File: config.mk
export PLATFORM = sky130hd
export DESIGN_NAME = snitch_icache_data_arbiter
export DESIGN_NICKNAME = d
export VERILOG_FILES = /design/src/rtl/snitch_icache_data_arbiter.sv
export SDC_FILE = /design/constraint.sdc
export NUM_CORES = 1
export LEC_CHECK = 0
export BUFFER_PORTS_ARGS = -buffer_cell sky130_fd_sc_hd__clkbuf_2
export CAP_MARGIN = 20
export CORE_AREA = 4 4 211 213
export CTS_CLUSTER_DIAMETER = 100
export DETAILED_ROUTE_END_ITERATION = 12
export DIE_AREA = 0 0 215 217
export PLACE_DENSITY = 0.43
export SLEW_MARGIN = 20
export SYNTH_ARGS = -nofsm -noshare
export SYNTH_HDL_FRONTEND = slang
export SYNTH_SLANG_ARGS = --single-unit
File: constraint.sdc
create_clock -name clk_i -period 3.9 [get_ports clk_i]
set_input_delay 0.195 -clock clk_i [delete_from_list [all_inputs] [get_ports clk_i]]
set_output_delay 0.195 -clock clk_i [all_outputs]
set_load 0.02 [all_outputs]
File: src/rtl/snitch_icache_data_arbiter.sv
// snitch_icache_data_arbiter
//
// Purpose:
//   Arbitrates the single read/write port of the icache data SRAM between
//   the lookup read path and the refill write path. It forms the flat SRAM
//   address {way, line}, turns the 1-cycle SRAM read latency into a
//   valid/ready response stream, and limits how many writes may pass a
//   waiting read in a row.
//
// Handshake semantics (applies to every valid/ready pair on this block):
//   A transfer happens in a cycle where valid and ready are both high.
//   A valid must not depend on its ready. Once rd_rsp_valid_o is raised, it
//   and rd_rsp_data_o stay stable until the transfer happens.
//   rd_req_ready_o and wr_req_ready_o are the SRAM grants themselves, so they
//   are combinational from the request valids.
//
// Ports:
//   clk_i, rst_i              clock, synchronous active-high reset
//   rd_req_*                  lookup read request (way, line)
//   rd_rsp_*                  read response stream
//   wr_req_*                  refill write request (way, line, data)
//   sram_*                    SRAM port, address = {way, line}
//   dbg_state_o               current sequencer state (IDLE/RD_DATA/RSP_HOLD)
//   perf_conflict_o           (SNITCH_ICACHE_DATA_ARB_PERF_EN only) cycles with
//                             both a read and a write eligible
//   perf_rsp_stall_o          (SNITCH_ICACHE_DATA_ARB_PERF_EN only) cycles with
//                             a response offered but not accepted
//
// Optional feature macro: SNITCH_ICACHE_DATA_ARB_PERF_EN
module snitch_icache_data_arbiter #(
    parameter int unsigned LINE_WIDTH       = 128,
    parameter int unsigned LINE_COUNT       = 64,
    parameter int unsigned WAY_COUNT        = 4,
    parameter int unsigned WRITE_STREAK_MAX = 4,
    localparam int unsigned IDX_W           = $clog2(LINE_COUNT),
    localparam int unsigned WAY_W           = $clog2(WAY_COUNT)
) (
    input  logic                   clk_i,
    input  logic                   rst_i,
    input  logic                   rd_req_valid_i,
    output logic                   rd_req_ready_o,
    input  logic [WAY_W-1:0]       rd_way_i,
    input  logic [IDX_W-1:0]       rd_line_i,
    output logic                   rd_rsp_valid_o,
    input  logic                   rd_rsp_ready_i,
    output logic [LINE_WIDTH-1:0]  rd_rsp_data_o,
    input  logic                   wr_req_valid_i,
    output logic                   wr_req_ready_o,
    input  logic [WAY_W-1:0]       wr_way_i,
    input  logic [IDX_W-1:0]       wr_line_i,
    input  logic [LINE_WIDTH-1:0]  wr_data_i,
    output logic                   sram_req_o,
    output logic                   sram_write_o,
    output logic [WAY_W+IDX_W-1:0] sram_addr_o,
    output logic [LINE_WIDTH-1:0]  sram_wdata_o,
    input  logic [LINE_WIDTH-1:0]  sram_rdata_i,
    output logic [1:0]             dbg_state_o
`ifdef SNITCH_ICACHE_DATA_ARB_PERF_EN
    ,
    output logic [31:0]            perf_conflict_o,
    output logic [31:0]            perf_rsp_stall_o
`endif
);

    localparam int unsigned STREAK_W = $clog2(WRITE_STREAK_MAX + 1);

    typedef enum logic [1:0] {
        IDLE     = 2'd0,
        RD_DATA  = 2'd1,
        RSP_HOLD = 2'd2
    } state_e;

    state_e                state_q, state_d;
    logic [STREAK_W-1:0]   streak_q, streak_d;
    logic [LINE_WIDTH-1:0] hold_q, hold_d;

    logic rsp_accept;
    logic rsp_free;
    logic rd_elig;
    logic wr_elig;
    logic streak_full;
    logic rd_grant;
    logic wr_grant;

    assign rd_rsp_valid_o = (state_q != IDLE);
    assign dbg_state_o    = state_q;

    always_comb begin
        rsp_accept  = rd_rsp_valid_o & rd_rsp_ready_i;
        // A new read may issue in the same cycle the old response leaves.
        rsp_free    = (state_q == IDLE) | rsp_accept;
        rd_elig     = rd_req_valid_i & rsp_free;
        wr_elig     = wr_req_valid_i;
        streak_full = (streak_q == STREAK_W'(WRITE_STREAK_MAX));
        // Grants are blocked while in reset so a refill write cannot land.
        rd_grant    = ~rst_i & rd_elig & (~wr_elig | streak_full);
        wr_grant    = ~rst_i & wr_elig & ~rd_grant;
    end

    always_comb begin
        rd_req_ready_o = rd_grant;
        wr_req_ready_o = wr_grant;
        sram_req_o     = rd_grant | wr_grant;
        sram_write_o   = wr_grant;
        sram_wdata_o   = wr_grant ? wr_data_i : '0;
        sram_addr_o    = '0;
        if (rd_grant) begin
            sram_addr_o = {rd_way_i, rd_line_i};
        end else if (wr_grant) begin
            sram_addr_o = {wr_way_i, wr_line_i};
        end
    end

    always_comb begin
        rd_rsp_data_o = '0;
        case (state_q)
            RD_DATA:  rd_rsp_data_o = sram_rdata_i;
            RSP_HOLD: rd_rsp_data_o = hold_q;
            default:  rd_rsp_data_o = '0;
        endcase
    end

    always_comb begin
        state_d  = state_q;
        hold_d   = hold_q;
        streak_d = streak_q;

        // The streak only measures writes that overtook a waiting read.
        if (rd_grant || !rd_elig) begin
            streak_d = '0;
        end else if (wr_grant && !streak_full) begin
            streak_d = streak_q + STREAK_W'(1);
        end

        case (state_q)
            IDLE: begin
                if (rd_grant) state_d = RD_DATA;
            end
            RD_DATA: begin
                if (rd_rsp_ready_i) begin
                    state_d = rd_grant ? RD_DATA : IDLE;
                end else begin
                    // SRAM data is only valid for one cycle; keep a copy.
                    hold_d  = sram_rdata_i;
                    state_d = RSP_HOLD;
                end
            end
            RSP_HOLD: begin
                if (rd_rsp_ready_i) state_d = rd_grant ? RD_DATA : IDLE;
            end
            default: state_d = IDLE;
        endcase

        if (rst_i) begin
            state_d  = IDLE;
            hold_d   = '0;
            streak_d = '0;
        end
    end

    always_ff @(posedge clk_i) begin
        state_q  <= state_d;
        hold_q   <= hold_d;
        streak_q <= streak_d;
    end

`ifdef SNITCH_ICACHE_DATA_ARB_PERF_EN
    logic [31:0] perf_conflict_q, perf_conflict_d;
    logic [31:0] perf_rsp_stall_q, perf_rsp_stall_d;

    always_comb begin
        perf_conflict_d  = perf_conflict_q + {31'd0, (rd_elig & wr_elig)};
        perf_rsp_stall_d = perf_rsp_stall_q + {31'd0, (rd_rsp_valid_o & ~rd_rsp_ready_i)};
        if (rst_i) begin
            perf_conflict_d  = '0;
            perf_rsp_stall_d = '0;
        end
    end

    always_ff @(posedge clk_i) begin
        perf_conflict_q  <= perf_conflict_d;
        perf_rsp_stall_q <= perf_rsp_stall_d;
    end

    assign perf_conflict_o  = perf_conflict_q;
    assign perf_rsp_stall_o = perf_rsp_stall_q;
`endif

endmodule

After elaboration in Yosys (flattened, before gate mapping):

Cells that the tools add are included.

* eq/ne operators: 5
* multiplexer cells: 9
* reduce and logical (&&, ||, !) cells: 9
* add/sub/neg operators: 1
* bitwise logic cells: 13

Operators with widths (number)
* one-hot mux 128 bit (2 select lines): 1
* two-way mux 128 bit: 1
* two-way mux 8 bit: 2
* AND 1 bit: 6
* two-way mux 2 bit: 3
* one-hot mux 2 bit (3 select lines): 1
* != test 2 bit (second input constant): 2
* NOT 1 bit: 4
* AND reduction 2 bit: 2
* adder 3 x 1 -> 3 bit (second input constant): 1
* equality test 3 bit (second input constant): 1
* bitwise OR 1 bit: 3
* equality test 2 x 1 -> 1 bit (second input constant): 1
* equality test 2 bit (second input constant): 1
* zero test 1 bit: 2
* zero test 2 bit: 1
* nonzero test 2 bit: 1
* OR reduction 2 bit: 1
* logical AND 1 bit: 1
* logical OR 1 bit: 1
* two-way mux 1 bit: 1

* logic and storage cells: 40
* output and inout port bits: 271
* register bits: 133

Depth between registers and ports, before layout:

* depth in word-level cells: 10
* gate-level depth with buffers: 8

Least setup slack after synthesis:

No wires, ideal clock.

* path kind: flip-flop to output port
* start: reg state_q[0], in the netlist dbg_state_o[0]
* end: out sram_addr_o[6]
* cell stages (with the launch flop): 8
* path buffers: 2
* required time: 3.705 ns
* setup slack: 1.755 ns
* arrival time: 1.950 ns
* path through: dfxtp_1 -> inv_1 -> ha_1 -> nor2_1 -> nor3_4 -> buf_4 -> buf_4 -> o21ai_0

* longest elaborated chain between the ends: 10

Ends and longest elaborated chain
* from (decl): RTL line 73 `state_e state_q, state_d;`
* from (signal assigned): RTL line 162 `state_q <= state_d;`
* nonzero test 2 bit: RTL line 85 `assign rd_rsp_valid_o = (state_q != IDLE);`
* AND 1 bit: RTL line 89 `rsp_accept = rd_rsp_valid_o & rd_rsp_ready_i;`
* bitwise OR 1 bit *: RTL line 91 `rsp_free = (state_q == IDLE) | rsp_accept;`
* AND 1 bit *: RTL line 92 `rd_elig = rd_req_valid_i & rsp_free;`
* AND 1 bit * (2 in series): RTL line 96 `rd_grant = ~rst_i & rd_elig & (~wr_elig | streak_full);`
* named net rd_req_ready_o: RTL line 41 `output logic rd_req_ready_o,`
* NOT 1 bit: RTL line 97 `wr_grant = ~rst_i & wr_elig & ~rd_grant;`
* AND 1 bit: RTL line 97
* two-way mux 8 bit: RTL line 109 `end else if (wr_grant) begin`
* two-way mux 8 bit *: RTL line 107 `if (rd_grant) begin`
* to (decl): RTL line 54 `output logic [WAY_W+IDX_W-1:0] sram_addr_o,`

Mark *: on every way through the listed nets, which the timed path passes. The rest lies on a longest branch.

Worst setup path in the final report:

* start: reg state_q[0], in the netlist dbg_state_o[0]
* end: out rd_rsp_data_o[65]

* longest elaborated chain between the ends: 2

Ends and longest elaborated chain
* equality test 2 bit / equality test 2 x 1 -> 1 bit (equally long branches): RTL line 116 `case (state_q)`
* one-hot mux 128 bit (2 select lines) *: RTL line 116
* to (decl): RTL line 46 `output logic [LINE_WIDTH-1:0] rd_rsp_data_o,`

Every way passes the cells marked *; elsewhere a longest branch is shown, timed or not.

==> metrics <==
status=finished, final reports clean; fin crit period=2920 ps; hold_ws=215 ps; post-synthesis register bit count=133; Clock Pin Slew Worst Setup and Hold Paths=60 ps; Worst Path Arrival=2730 ps; Post-Route WL=46,000 µm; CTS tree=built; Power Density=300 mW/mm²; max-cap viol count=0; die area=0.0467 mm²; leak pwr=0.00552 µW; final worst slack=976 ps; final net count=1,956; reg2reg path depth=6; clk root buf=clkbuf_16; layout cells sized above 1=0.412; gr usage total=0.188; reg-to-reg slack, setup=1560 ps; slowest CP cell=ha_4; H-tree levels=4; Pre-antenna DRT Iters=5; routability cong.=0.916; Max Transition Viols Final=0; dpl cell area=0.0111 mm²; Yosys cell types=27; design area=0.0130 mm²; worst flop-to-flop path endpoint=hold_q[2]$_SDFFE_PP0P_; area growth from synthesis to layout=62.2%; RSZ-0062 raised after global routing=false; worst reg2reg path startpoint=dbg_state_o[1]$_SDFFE_PP0P_; post-DR wirelength/cell=20.5 µm; Setup Viol. Count Final=0; synth warn=0; family with the most delay on the worst path=adder cells; initial DRC count=518; CP Class=reg -> out; vias in the first global route=9,902; hold-critical path depth=4; pin count of the biggest net entering global routing=130; die height=217 µm; grt ovf=0; first-pass GRT wire length=65,900 µm; CP Launch Type=flip-flop; Port-buffer cells=547; Post-CTS Setup Inserts=0; Min-Delay Path Class=in -> reg; post-DP HPWL=34,900 µm; sequential area share after synthesis=0.332; Synth Cell Area=0.00801 mm²; via count=9,987; clock latency on the worst-skew pair=460 ps; CTS max path bufs=2; antenna violations before repair=22; clock skew=9.64 ps; Rel. slew slack=0.358; starting density of the core=0.188; worst hold start=rd_req_valid_i; Post-DRT Antenna Nets=0; Num CTS Buffers=17; critical path fanouts, max=89; Via density=4.45; Die W=215 µm; Worst setup EP type=output pin; Min-Delay Endpoint=streak_q[1]$_SDFFE_PP0P_; CP peak stage delay=860 ps; pre-CTS WS=1440 ps; WP buf/inv=3; CP Depth=5; worst slew pin tran=962 ps; Max Clk Rate=0.342 GHz; Cell Rows=76; syn_area_per_cell=7.50 µm²; Final Total Pwr=3890 µW; synthesized instance count=1,068; period utilisation layout=0.750; CP required=3700 ps; Post-Syn Nets=1,351; TNS Setup=0 ps; Core Box Area=0.0427 mm²; io pins=548; Clock Sink Count=133; count of final hold-check violations=0; DRC errors left=0; Worst VDD drop=313 µV; CP Cell Sequence=inv_1 > ha_4 > buf_4 > nor2b_1 > clkbuf_2
==> layout by cell type, fill, tap and decap left out <==
cell type      count
clkinv_4           1
a21boi_2           1
a22oi_1          128
clkbuf_8           3
mux2_2             1
and3_1             3
ha_1               3
buf_12             5
o21ai_0           10
nand2b_1           1
clkbuf_2         546
and2_1            38
ha_4               3
nor2b_1          131
nor2_1             5
mux2i_1            1
nand2_1          275
a21oi_1          129
nand2b_4           2
inv_6              1
dlygate4sd3_1    129
nor2b_4            2
dfxtp_1          133
buf_4             10
bufinv_16          2
clkinvlp_4         4
a32o_1             1
clkinv_2           4
diode_2           11
nor3_4             1
and2_4            90
inv_1              5
clkbuf_16         17
or2_2              1
==> state kept, by name, summed over array words and instances (netlist names) <==
| signal | count |
|---|---|
| dbg_state_o | 2 |
| streak_q | 3 |
| hold_q | 128 |
==> metal layers <==
metal,track usage,part of all wire
met1,0.201,0.37
met2,0.341,0.52
met3,0.0612,0.074
met4,0.0786,0.037
met5,0,0
==> layout make-up <==
type / count / area, µm²
fillers: 4722 / 29700
multi-input cells: 826 / 4810
repair buffers: 690 / 4200
flip-flops and latches: 133 / 2660
well taps: 546 / 683
clock buffers: 20 / 467
clock inverters: 12 / 128
diodes: 11 / 27.5
inverters: 5 / 18.8
==> repair_timing <==
| action | 4_1_cts | 5_1_grt |
|---|---|---|
| endpoints found under the hold margin | 129 | 0 |
| resized for setup | 0 | 0 |
| hold buffers | 129 | 0 |
==> worst max-delay path by stage <==
stage	startpoint	endpoint	slack, ps
2_1_floorplan	dbg_state_o[0]$_SDFFE_PP0P_	sram_addr_o[6]	1750
3_3_place_gp	rst_i	sram_wdata_o[120]	1480
3_5_place_dp	rst_i	sram_wdata_o[115]	1440
4_1_cts	dbg_state_o[0]$_SDFFE_PP0P_	rd_rsp_data_o[65]	950
5_1_grt	dbg_state_o[0]$_SDFFE_PP0P_	rd_rsp_data_o[48]	770
6_report	dbg_state_o[0]$_SDFFE_PP0P_	rd_rsp_data_o[65]	980
==> cells in the mapped netlist <==
master,count,share of area
a21boi_2,1,0.0014
a21oi_1,129,0.081
a22oi_1,128,0.12
a32o_1,1,0.0012
and2_1,38,0.030
and2_4,90,0.098
and3_1,3,0.0023
buf_1,3,0.0014
buf_2,31,0.019
buf_4,4,0.0037
buf_6,2,0.0028
buf_8,10,0.019
clkbuf_1,54,0.025
dfxtp_1,133,0.33
ha_1,6,0.0094
inv_1,5,0.0023
mux2_2,1,0.0014
mux2i_1,1,0.0012
nand2_1,275,0.13
nand2b_1,2,0.0016
nand2b_4,1,0.0017
nor2_1,5,0.0023
nor2b_1,132,0.10
nor2b_4,1,0.0017
nor3_4,1,0.0020
o21ai_0,10,0.0062
or2_2,1,0.00078
==> tightest hold or removal path, stage by stage <==
cell	delay (ps)
clkbuf_2	110
nand2b_4	90
nor2_1	70
and3_1	160
==> cell families (layout without fill, tap and decap cells) <==
group,after synthesis,after routing,share of synthesized area
adder cells (fa/ha/maj),6,6,0.00937
AND/OR/NAND/NOR,549,549,0.372
flip-flops,133,133,0.332
other,0,11,0
buffers and inverters,109,727,0.0737
AO/OA/AOI/OAI,269,269,0.209
multiplexers,2,2,0.00265
==> where the power goes <==
group	switching, µW	internal, µW	leakage [µW]
Combinational	428	374	0.00416
Sequential	15.9	1390	0.00107
Clock	698	988	0.000284
==> through the flow <==
step | util | instances
detailed placement | 0.260 | 2071
floorplan | - | 1068
finish | 0.304 | 2243
global route | 0.304 | 2241
CTS | 0.304 | 2232
global placement | 0.260 | 2071
(Power assumes the default switching activity.)
